<file path="src/rtl/reorder_buffer_pkg.sv">
// -----------------------------------------------------------------------------
// reorder_buffer_pkg
// Shared sizing constants and the entry record for the reorder buffer.
//   ROB_DEPTH  : number of in-flight instructions tracked
//   ROB_IX_W   : width of a ROB index (matches the register file's rob_ix)
//   REG_ADDR_W : architectural register address width
//   XLEN       : data path width
//   rob_entry_t: one slot of the buffer
// -----------------------------------------------------------------------------
package reorder_buffer_pkg;

  localparam int ROB_DEPTH  = 8;
  localparam int ROB_IX_W   = 3;
  localparam int REG_ADDR_W = 5;
  localparam int XLEN       = 32;

  typedef struct packed {
    logic                  valid;
    logic                  ready;
    logic [REG_ADDR_W-1:0] rd;
    logic                  writes_rd;
    logic [XLEN-1:0]       value;
    logic                  mispredict;
  } rob_entry_t;

endpackage : reorder_buffer_pkg

</file>
<file path="src/rtl/reorder_buffer.sv">
// -----------------------------------------------------------------------------
// reorder_buffer
// Eight-entry circular reorder buffer. Instructions are allocated in program
// order at the tail, completed out of order by the common data bus, and
// retired in order from the head, one per cycle.
//
// Ports
//   clk_in, rst_in        : clock, synchronous active-high reset
//   alloc_valid_in        : issue stage wants an entry this cycle
//   alloc_rd_in           : destination register of the issuing instruction
//   alloc_writes_rd_in    : issuing instruction writes the register file
//   alloc_rob_ix_out      : index handed to the issuing instruction (tail)
//   full_out, empty_out   : occupancy flags
//   cdb_valid_in          : result broadcast valid
//   cdb_rob_ix_in         : entry the result belongs to
//   cdb_value_in          : result value
//   cdb_mispredict_in     : result is a mispredicted branch
//   lookup_ix_in          : operand bypass index
//   lookup_ready_out      : that entry holds a completed result
//   lookup_value_out      : that entry's result
//   we_out, wa_out,
//   wd_out, wrob_ix_out   : registered commit write to the register file
//   flush_out             : one-cycle pulse after a mispredicted branch retires
//   flush_addrs_out       : per-entry register address to clear during a flush
// -----------------------------------------------------------------------------
module reorder_buffer
  import reorder_buffer_pkg::*;
#(
  parameter int DEPTH = ROB_DEPTH
) (
  input  logic                                 clk_in,
  input  logic                                 rst_in,
  input  logic                                 alloc_valid_in,
  input  logic [REG_ADDR_W-1:0]                alloc_rd_in,
  input  logic                                 alloc_writes_rd_in,
  output logic [ROB_IX_W-1:0]                  alloc_rob_ix_out,
  output logic                                 full_out,
  output logic                                 empty_out,
  input  logic                                 cdb_valid_in,
  input  logic [ROB_IX_W-1:0]                  cdb_rob_ix_in,
  input  logic [XLEN-1:0]                      cdb_value_in,
  input  logic                                 cdb_mispredict_in,
  input  logic [ROB_IX_W-1:0]                  lookup_ix_in,
  output logic                                 lookup_ready_out,
  output logic [XLEN-1:0]                      lookup_value_out,
  output logic                                 we_out,
  output logic [REG_ADDR_W-1:0]                wa_out,
  output logic [XLEN-1:0]                      wd_out,
  output logic [ROB_IX_W-1:0]                  wrob_ix_out,
  output logic                                 flush_out,
  output logic [DEPTH-1:0][REG_ADDR_W-1:0]     flush_addrs_out
);

  // Count needs one extra bit so that "full" (== DEPTH) is representable.
  localparam int               COUNT_W    = $clog2(DEPTH) + 1;
  localparam logic [COUNT_W-1:0] FULL_COUNT = COUNT_W'(DEPTH);

  rob_entry_t                entries [DEPTH];
  logic [ROB_IX_W-1:0]       head;
  logic [ROB_IX_W-1:0]       tail;
  logic [COUNT_W-1:0]        count;

  rob_entry_t                head_entry;
  logic                      head_done;
  logic                      commit_fire;
  logic                      flush_commit;
  logic                      alloc_accept;
  logic                      cdb_hit;

  assign full_out         = (count == FULL_COUNT);
  assign empty_out        = (count == '0);
  assign alloc_rob_ix_out = tail;

  // Commit looks only at the registered ready bit, so a result broadcast to
  // the head this cycle retires on the next one at the earliest.
  assign head_entry   = entries[head];
  assign head_done    = head_entry.valid && head_entry.ready;
  assign commit_fire  = head_done && !head_entry.mispredict;
  assign flush_commit = head_done && head_entry.mispredict;

  // full_out is sampled before any commit this cycle, so a full buffer cannot
  // reuse the slot being freed in the same cycle. The flush pulse cycle also
  // refuses allocation so the front end can redirect first.
  assign alloc_accept = alloc_valid_in && !full_out && !flush_out;
  assign cdb_hit      = cdb_valid_in && entries[cdb_rob_ix_in].valid;

  // Operand bypass reads registered state only; no forwarding from the CDB.
  assign lookup_ready_out = entries[lookup_ix_in].valid && entries[lookup_ix_in].ready;
  assign lookup_value_out = entries[lookup_ix_in].value;

  always_ff @(posedge clk_in) begin
    if (rst_in) begin
      for (int i = 0; i < DEPTH; i++) begin
        entries[i] <= '0;
      end
      head            <= '0;
      tail            <= '0;
      count           <= '0;
      we_out          <= 1'b0;
      wa_out          <= '0;
      wd_out          <= '0;
      wrob_ix_out     <= '0;
      flush_out       <= 1'b0;
      flush_addrs_out <= '0;
    end else begin
      we_out          <= 1'b0;
      flush_out       <= 1'b0;
      flush_addrs_out <= '0;

      if (flush_commit) begin
        // Retiring a mispredicted branch discards everything younger; the
        // flushed destinations are reported so the register file can drop
        // their pending rob_ix tags. Allocation and CDB are ignored.
        flush_out <= 1'b1;
        for (int i = 0; i < DEPTH; i++) begin
          if (entries[i].valid && entries[i].writes_rd && (ROB_IX_W'(i) != head)) begin
            flush_addrs_out[i] <= entries[i].rd;
          end
          entries[i].valid <= 1'b0;
        end
        head  <= '0;
        tail  <= '0;
        count <= '0;
      end else begin
        if (cdb_hit) begin
          entries[cdb_rob_ix_in].ready      <= 1'b1;
          entries[cdb_rob_ix_in].value      <= cdb_value_in;
          entries[cdb_rob_ix_in].mispredict <= cdb_mispredict_in;
        end

        // Register x0 is hardwired, so a commit targeting it never writes.
        if (commit_fire) begin
          we_out               <= head_entry.writes_rd && (head_entry.rd != '0);
          wa_out               <= head_entry.rd;
          wd_out               <= head_entry.value;
          wrob_ix_out          <= head;
          entries[head].valid  <= 1'b0;
          head                 <= head + ROB_IX_W'(1);
        end

        // The tail slot is never valid when allocation is accepted, so this
        // cannot collide with the CDB or commit updates above.
        if (alloc_accept) begin
          entries[tail] <= '{valid:      1'b1,
                             ready:      1'b0,
                             rd:         alloc_rd_in,
                             writes_rd:  alloc_writes_rd_in,
                             value:      '0,
                             mispredict: 1'b0};
          tail          <= tail + ROB_IX_W'(1);
        end

        count <= count + COUNT_W'(alloc_accept) - COUNT_W'(commit_fire);
      end
    end
  end

endmodule : reorder_buffer

</file>
<file path="config.mk">
export PLATFORM = sky130hd
export DESIGN_NAME = reorder_buffer
export DESIGN_NICKNAME = d
export VERILOG_FILES = /design/src/rtl/reorder_buffer_pkg.sv /design/src/rtl/reorder_buffer.sv
export SDC_FILE = /design/constraint.sdc
export NUM_CORES = 1
export LEC_CHECK = 0
export ABC_AREA = 0
export BUFFER_PORTS_ARGS = -buffer_cell sky130_fd_sc_hd__buf_2
export CORE_AREA = 5 5 226 228
export CTS_CLUSTER_DIAMETER = 40
export DETAILED_ROUTE_END_ITERATION = 10
export DIE_AREA = 0 0 231 233
export HOLD_SLACK_MARGIN = 0.15
export PLACE_DENSITY = 0.71
export SETUP_SLACK_MARGIN = 0.4
export SLEW_MARGIN = 40
export SYNTH_ARGS = -nofsm -noshare
export SYNTH_HDL_FRONTEND = slang
export SYNTH_SLANG_ARGS = --single-unit
</file>
<file path="constraint.sdc">
create_clock -name clk_in -period 10.2 [get_ports clk_in]
set_clock_uncertainty 0.2 [all_clocks]
set_input_delay 1.53 -clock clk_in [delete_from_list [all_inputs] [get_ports clk_in]]
set_output_delay 1.53 -clock clk_in [all_outputs]
set_load 0.05 [all_outputs]
</file>
* After elaboration in Yosys (flattened, before gate mapping)
Memories as Yosys holds them, arrays and structs flattened. A register that Yosys moved wholly into a read port is not among the register bits. Index checks and enable logic that the tools add are counted.
Word-level totals: bits in registers 92, latch bits 0, bits in writable memories 328, bits in read-only memories 0, logic and storage cells 127, memories 1
Operators by class: add/subtract/negate cells 4, $mul 0, divide/modulo/power cells 0, magnitude comparators 0, equality and inequality tests 8, shifts and indexed selects 0, multiplexer cells 36, bitwise gates (word level) 18, reductions and logical operators 44
Memory list:
- entries | depth 8, width 41, rd ports 11, clocked after memory_dff 1, write ports 8, RTL line reorder_buffer.sv:58 | rob_entry_t entries [DEPTH];
Operators with widths (count):
- 2-to-1 mux 41 bit | 3
- OR reduction 41 bit | 3
- OR reduction 3 bit | 9
- 2-to-1 mux 1 bit | 25
- logical AND 1 bit | 24
- 2-to-1 mux 3 bit | 6
- inequality test 3 bit, first input constant | 4
- inverter 1 bit | 10
- bitwise OR 1 bit | 8
- adder 3 x 1 -> 3 bit, second input constant | 2
- inequality test 2 x 3 -> 1 bit, first input constant | 2
- nonzero test 5 bit | 1
- adder 4 x 1 -> 4 bit | 1
- == test 4 bit, second input constant | 1
- logical NOT 4 bit | 1
- 2-to-1 mux 2 bit | 2
- subtractor 4 x 1 -> 4 bit | 1
- logical NOT 1 bit | 3
- inequality test 1 x 3 -> 1 bit, first input constant | 1
- nonzero test 3 bit | 1
- AND reduction 2 bit | 1
- OR reduction 2 bit | 1

* Logic depth before layout (Yosys ltp)
Gate-level depths: netlist of run 1.
word-level depth 10, gate-level depth with buffers 13

* Least setup slack after synthesis of run 1
Ideal clock, no wire load.
kind input to output, from input port lookup_ix_in[0], to output port lookup_value_out[0], arrival 3.310 ns, path slack 5.160 ns, stages on the path 4, path through clkbuf_1 > buf_1 > mux4_2 > mux2_2
Between the ends: word-level cells in the longest chain between the ends 1
RTL lines:
- from (decl) | RTL line reorder_buffer.sv:43 | input logic [ROB_IX_W-1:0] lookup_ix_in,
- memory read (8 x 41 bit)
- to (decl) | RTL line reorder_buffer.sv:45 | output logic [XLEN-1:0] lookup_value_out,
Every way passes these cells.

* Worst setup path in the final report of run 1
from input port lookup_ix_in[0], to output port lookup_value_out[17]
The elaborated chain is that of the path after synthesis.

==> reports/metrics.yaml, run 1 <==
synth:
  synth_mux_area_share_pct: 15.43
  ys_warn_count: 0
  postSynthCellCount: 3019
  synth_top_family_by_area: "compound AO/OA/AOI/OAI gates"
  synth_async_sr_flop_share_pct: 0
  ys.flop_type: "dfxtp_1"
  netlist.area_leader.share_pct: 28.37
  yosysTopAreaCell: "dfxtp_1"
  synth_cell_type_count: 47
  synth-adder-area-share_pct: 0.6904
  synth_compound_area_share_pct: 28.27
  synth-simple-area-share_pct: 14.44
  seq_area_frac_synth_pct: 33.82
  syn-cell-area_um2: 26460
  syn-num-nets: 3082
  synth.avg_cell_area_um2: 8.764
  synthXorXnorAreaFrac_pct: 0.1324
  ys_ff_latch: 423
  synth-edff-count: 48
  synthTopCellsByArea: "dfxtp_1 (28%), mux4_2 (12%), a21oi_1 (11%)"
routing:
  wl_per_cell_um: 25.44
  drt_iter0_drc: 3225
  via_per_inst: 7.173
  drc: 0
  vias: 25620
  detail_route.wirelength_um: 90860
  ant_nets: 0
  drtPass1Iterations: 6
worst_setup_path:
  r2r-end: "entries[3][35]$_DFFE_PP_"
  arrival_ns: 3.83
  cp_slowest_stage_delay_ns: 0.58
  path_class: "in2out"
  cp_cell_sequence: "buf_4 -> buf_6 -> mux4_2 -> mux2_2 -> buf_2"
  rr_worst_depth: 7
  cp.required_ns: 8.47
  critPathSlowestCell: "buf_4"
  start_kind: "input pin"
  ff2ff_setup_slack_ns: 5.77
  cp-end-kind: "primary output"
  worstPathMaxFanout: 37
clocking:
  cts_root_buffer: "clkbuf_16"
  clock_sinks: 423
  clkTransAtPathRegs_ns: 0.05
  cts_hold_buf: 0
  htreeDepth: 3
  cts_tree: "built"
  clockBufferDepth: 3
  cts_resized: 0
  post_cts.repair.setup_buffers: 0
  cts_buffers: 75
  insertion_delay_ns: 0.62
floorplan:
  io_pins: 169
  die_width_um: 231
  core_um2: 48650
  die_h_um: 233
  dieArea_um2: 53820
  placementRows: 81
  start_util_pct: 54.39
grt:
  grt_max_degree: 132
  grt_use_total_pct: 32.59
  grt_pass1_wl_um: 142500
  antenna_found_initial: 8
  grt_pass1_vias: 24860
  grt-ovfl-total: 0
sta:
  slew_viol_final: 0
  fin_crit_ns: 5.559
  fin_crit_sh_pct: 54.50
  tightest_slew_ns: 0.8779
  rsz0062_at_grt: "no"
  hold_viol_final: 0
  fmax_ghz: 0.1799
  setup_viol: 0
  fin_tns_setup_ns: 0
  slew_headroom_pct: 41.47
  hold_ws_ns: 0.2752
min_path:
  holdCritStartpoint: "entries[4][39]$_SDFF_PP0_"
  holdPathStages: 2
  min_path_type: "reg2reg"
  min_to: "entries[4][39]$_SDFF_PP0_"
power_and_ir_drop:
  report.power.total_w: 0.004869
  irDropWorstVdd_v: 0.0001469
  power_density_nw_per_um2: 164.0
  p_leak_nw: 9.696
final_layout:
  drive_gt1_share_pct: 19.67
  fin_util_pct: 61.04
  fin_nets: 2952
  area_growth_pct: 12.22
  fillers: 4070
  instances_no_fill: 3572
placement:
  gp_congestion: 0.8134
  place_inst: 3433
  hpwl_um: 48410
  port_buffers: 168
status:
  status: "finished, final reports clean"
run:
  maxCapViolations: 0
==> cells by family after synthesis <==
family	count (synthesis)
muxes	221
and+or+nand+nor	720
adders and majority gates	14
DFF	423
xor gates and xnor gates	4
AOI/OAI and AO/OA	1197
buffers and inverters	440
==> metal layers <==
metal	GRT usage (%)	part of all wire (%)	vias up
met5	0	0.080	-
met4	13.26	3.4	12
met3	6.846	10	278
met2	52.06	47	1536
met1	43.47	39	12570
li1	-	-	11230
==> synth_stat cells (all sizes together) (5+ instances only) <==
master,count
clkbuf,274
o211ai,40
nand3,24
nor3,5
ha,13
and2,73
o21ai,13
buf,157
nand2b,273
a21oi,594
mux2,34
o2111ai,231
nand4,7
nor4,6
a211oi,37
and3,23
dfxtp,375
or2,8
a31oi,264
a31o,8
nand2,14
mux2i,42
mux4,145
inv,9
edfxtp,48
nor2b,5
nor2,274
==> area by class of cell <==
class                   count  area, um2  area share (%)
repair buffers            224       1489           5.014
clock inverters            48      615.6           2.073
flip-flops and latches    423       8960           30.17
well taps                 622      778.2           2.621
inverters                   9      33.78          0.1138
multi-input cells        2156      15730           52.98
diodes                      1      2.502        0.008427
clock buffers              89       2083           7.016
==> worst max path at each step <==
stage / end / startpoint / cells past startpoint / slack, ns
4_1_cts: lookup_value_out[13] / lookup_ix_in[0] / 5 / 4.39
6_report: lookup_value_out[17] / lookup_ix_in[0] / 5 / 4.64
2_1_floorplan: lookup_value_out[0] / lookup_ix_in[0] / 4 / 5.16
3_5_place_dp: lookup_value_out[10] / lookup_ix_in[0] / 5 / 4.40
5_1_grt: lookup_value_out[10] / lookup_ix_in[0] / 5 / 4.50
3_3_place_gp: entries[7][27]$_SDFFE_PP0P_ / cdb_rob_ix_in[2] / 9 / 4.31
==> per-stage QoR <==
stage | instance area [um2] | worst slack (ns)
floorplan | 26460 | 5.160
global placement | 26720 | 4.307
detailed placement | 26950 | 4.396
CTS | 29650 | 4.394
global route | 29690 | 4.502
finish | 29690 | 4.641
==> state kept, by name (all words and copies together) (netlist names), named ones only <==
register          count
flush_addrs_out      40
flush_out             1
we_out                1
wa_out                5
count                 4
wrob_ix_out           3
wd_out               32
head                  3
alloc_rob_ix_out      3
entries             328
==> worst max-delay path, delay by kind of cell <==
kind / cells / cell delay (ns)
buffers and inverters: 3 / 1.38
multiplexers: 2 / 0.87
==> report_power, final <==
| group | switching [W] | internal, W |
|---|---|---|
| Combinational | 0.000306 | 0.000120 |
| Clock | 0.000944 | 0.00175 |
| Sequential | 0.0000289 | 0.00172 |
| Total | 0.00128 | 0.00359 |
==> cell usage in the layout (no fill, tap or decap), types with 14 or more instances in the layout <==
cell / n
mux2_2: 34
buf_6: 16
buf_2: 166
mux4_2: 143
clkbuf_16: 78
a211oi_1: 37
a21oi_1: 585
o2111ai_1: 231
nand2_1: 14
edfxtp_1: 48
and3_1: 22
nor2_1: 272
nand2b_1: 273
o211ai_1: 40
and2_1: 70
mux2i_1: 41
dfxtp_1: 372
a31oi_1: 264
nand3_1: 24
buf_4: 31
Note: power is estimated with default switching activity, not from simulation.
==> inputs of run 2 (changes only) <==
ABC_AREA = 1   (was 0)
CORE_AREA = 5 5 201 203   (was 5 5 226 228)
DIE_AREA = 0 0 206 208   (was 0 0 231 233)
PLACE_DENSITY = 0.75   (was 0.71)
clock period = 5.1 ns   (was 10.2 ns; I/O delays follow)
==> run 2 against run 1 <==
Effect of this change: hold slack lost 0.012 ns; critical path depth grew 4; utilization grew 0.15 points; via count shrank 16%; global-route usage shrank 0.46 points; worst setup slack lost 3.8 ns; non-clock buffer count shrank 4; critical path type unchanged; largest power group unchanged.
==> reports/metrics.yaml, run 2 <==
clocking:
  clockBufferDepth: 3
  htreeDepth: 2
  cts_resized: 0
  cts_buffers: 55
  insertion_delay_ns: 0.61
  post_cts.repair.setup_buffers: 0
  cts_tree: "built"
  clock_sinks: 423
  cts_root_buffer: "clkbuf_16"
  clkTransAtPathRegs_ns: 0.06
  cts_hold_buf: 0
sta:
  fin_crit_ns: 4.245
  hold_viol_final: 0
  rsz0062_at_grt: "no"
  hold_ws_ns: 0.2637
  slew_viol_final: 0
  fin_crit_sh_pct: 83.23
  fmax_ghz: 0.2356
  slew_headroom_pct: 46.53
  fin_tns_setup_ns: 0
  tightest_slew_ns: 0.8021
  setup_viol: 0
  setup_ws_ns: 0.8553
synth:
  ys_warn_count: 0
  synth.avg_cell_area_um2: 7.145
  yosysTopAreaCell: "dfxtp_1"
  netlist.area_leader.share_pct: 36.02
  syn-cell-area_um2: 20840
  synth-edff-count: 48
  syn-num-nets: 2980
  synth_cell_type_count: 40
  synth_async_sr_flop_share_pct: 0
  ys_ff_latch: 423
  synthTopCellsByArea: "dfxtp_1 (36%), nand3_1 (10%), a21oi_1 (8.6%)"
  yosysMostFrequentCell: "nand3_1"
  ys.flop_type: "dfxtp_1"
  synth.top_cells.by_count: "nand3_1 (431), nand2_1 (423), dfxtp_1 (375), a21oi_1 (359), o21ai_0 (321)"
  postSynthCellCount: 2917
  seq_area_frac_synth_pct: 42.94
final_layout:
  largest_register_ffs: 328
  layout_common_cells: "nand3_1 (428), nand2_1 (423), dfxtp_1 (373), a21oi_1 (358), o21ai_0 (321)"
  fin_nets: 2970
  regMostFlops: "entries"
  layout_commonest_cell: "nand3_1"
  fillers: 3418
  area_growth_pct: 12.40
  reg_top3: "entries x328, flush_addrs_out x40, wd_out x32"
  drive_gt1_share_pct: 12.26
power_and_ir_drop:
  report.power.total_w: 0.009747
  power_density_nw_per_um2: 416.1
  irDropWorstVdd_v: 0.0003785
  p_leak_nw: 10.10
grt:
  grt_use_total_pct: 32.13
  grt_pass1_vias: 20300
  grt_max_degree: 79
  antenna_found_initial: 5
  grt_pass1_wl_um: 111000
  grt-ovfl-total: 0
worst_setup_path:
  path_buf_inv: 4
  critPathTopFamily: "buffers and inverters"
  r2r-end: "entries[7][22]$_SDFFE_PP0P_"
  ff2ff_setup_slack_ns: 1.22
  arrival_ns: 3.28
  cp.required_ns: 4.14
  worstPathMaxFanout: 63
  path_class: "in2out"
  cp-end-kind: "primary output"
  cp_slowest_stage_delay_ns: 0.53
  start_kind: "input pin"
  critPathSlowestCell: "clkinv_2"
  rr_worst_depth: 10
  cp_cell_sequence: "buf_4 -> clkinv_2 -> buf_12 -> a21oi_1 -> o21ai_0 -> nand2_1 -> nor2_1 -> a31oi_1 -> buf_2"
status:
  status: "finished, final reports clean"
placement:
  gp_congestion: 0.8965
  hpwl_um: 42650
  post-place-ws_ns: 0.9887
  port_buffers: 168
routing:
  vias: 21550
  detail_route.wirelength_um: 71700
  drtPass1Iterations: 6
  top_layer_used: "met5"
  wl_per_cell_um: 20.63
  wl_met1_um: 27060
  via_per_inst: 6.203
  wl_met2_um: 32810
  wl_met3_um: 8153
  drc: 0
  ant_nets: 0
  drt_iter0_drc: 2583
min_path:
  holdPathStages: 2
  min_to: "entries[1][18]$_SDFFE_PP0P_"
  holdCritStartpoint: "entries[1][18]$_SDFFE_PP0P_"
  min_path_type: "reg2reg"
run:
  maxCapViolations: 0
floorplan:
  io_pins: 169
  die_h_um: 208
  start_util_pct: 54.43
  dieArea_um2: 42850
  placementRows: 72
  die_width_um: 206
  core_um2: 38290
## run 2: cell count changes after synthesis, sizes merged, moves of 88 or more
cell	change
o21ai	+308
inv	+215
mux4	-145
a31oi	-231
nand2b	-273
a21oi	-228
nand3	+411
nand2	+412
nor2	-88
o2111ai	-231
nand4	+134
clkbuf	-125
## run 2: cell families (layout without fill, tap and decap cells)
family                   after synthesis  count (layout)  share of synthesized area [%]
AND/OR/NAND/NOR                     1235            1235                          27.41
AO/OA/AOI/OAI                        731             731                          18.08
buffers and inverters                513             549                          10.66
flip-flops                           423             423                          42.94
adder cells (fa/ha/maj)               14              14                         0.8765
XOR/XNOR                               1               1                        0.04203
other                                  0               4                              0
## run 2: final cells by class
type | count | area (um2) | area share [%]
multi-input cells | 1981 | 9716 | 41.47
flip-flops and latches | 423 | 8954 | 38.22
clock buffers | 69 | 1530 | 6.532
repair buffers | 220 | 1316 | 5.619
inverters | 226 | 860.8 | 3.675
well taps | 518 | 648.1 | 2.767
clock inverters | 34 | 391.6 | 1.672
diodes | 4 | 10.01 | 0.04273
## run 2: power breakdown
group / internal (W) / leakage [nW] / switching [W]
clock network: 0.00245 / 0.945 / 0.00156
registers: 0.00351 / 3.53 / 0.000111
logic: 0.000494 / 5.63 / 0.00162
total: 0.00646 / 10.1 / 0.00329
## run 2: worst register-to-register path: stages, from the launching register on
cell and delay (ns):
dfxtp_2 0.83, inv_2 0.51, nand2_1 0.18, nand3_1 0.10
nand2_1 0.24, nor2_8 0.09, nor2_8 0.33, nand3_2 0.48
buf_4 0.54, nand3_1 0.21, nand2_1 0.07
## run 2: how the worst max path moves through the flow
stage	startpoint	endpoint	slack [ns]	cells past startpoint
floorplan	lookup_ix_in[0]	lookup_value_out[1]	1.55	7
global placement	lookup_ix_in[0]	lookup_value_out[31]	0.98	9
detailed placement	lookup_ix_in[0]	lookup_value_out[31]	0.99	9
CTS	lookup_ix_in[0]	lookup_value_out[31]	0.99	9
global route	lookup_ix_in[0]	lookup_value_out[31]	0.75	9
finish	lookup_ix_in[0]	lookup_value_out[31]	0.86	9
## run 2: metrics by stage
stage	area (um2)	std cells	utilization, %
6_report	23430	3475	61.19
5_1_grt	23430	3475	61.19
4_1_cts	23410	3471	61.14
3_5_place_dp	21490	3368	56.12
3_3_place_gp	21470	3368	56.09
2_1_floorplan	20840	2917	-
## run 2: per-layer routing
metal	global-route usage, %	vias to the layer above
li1	-	9918
met1	40.71	9918
met2	51.57	1432
met3	6.789	284
met4	16.70	2
met5	0	-
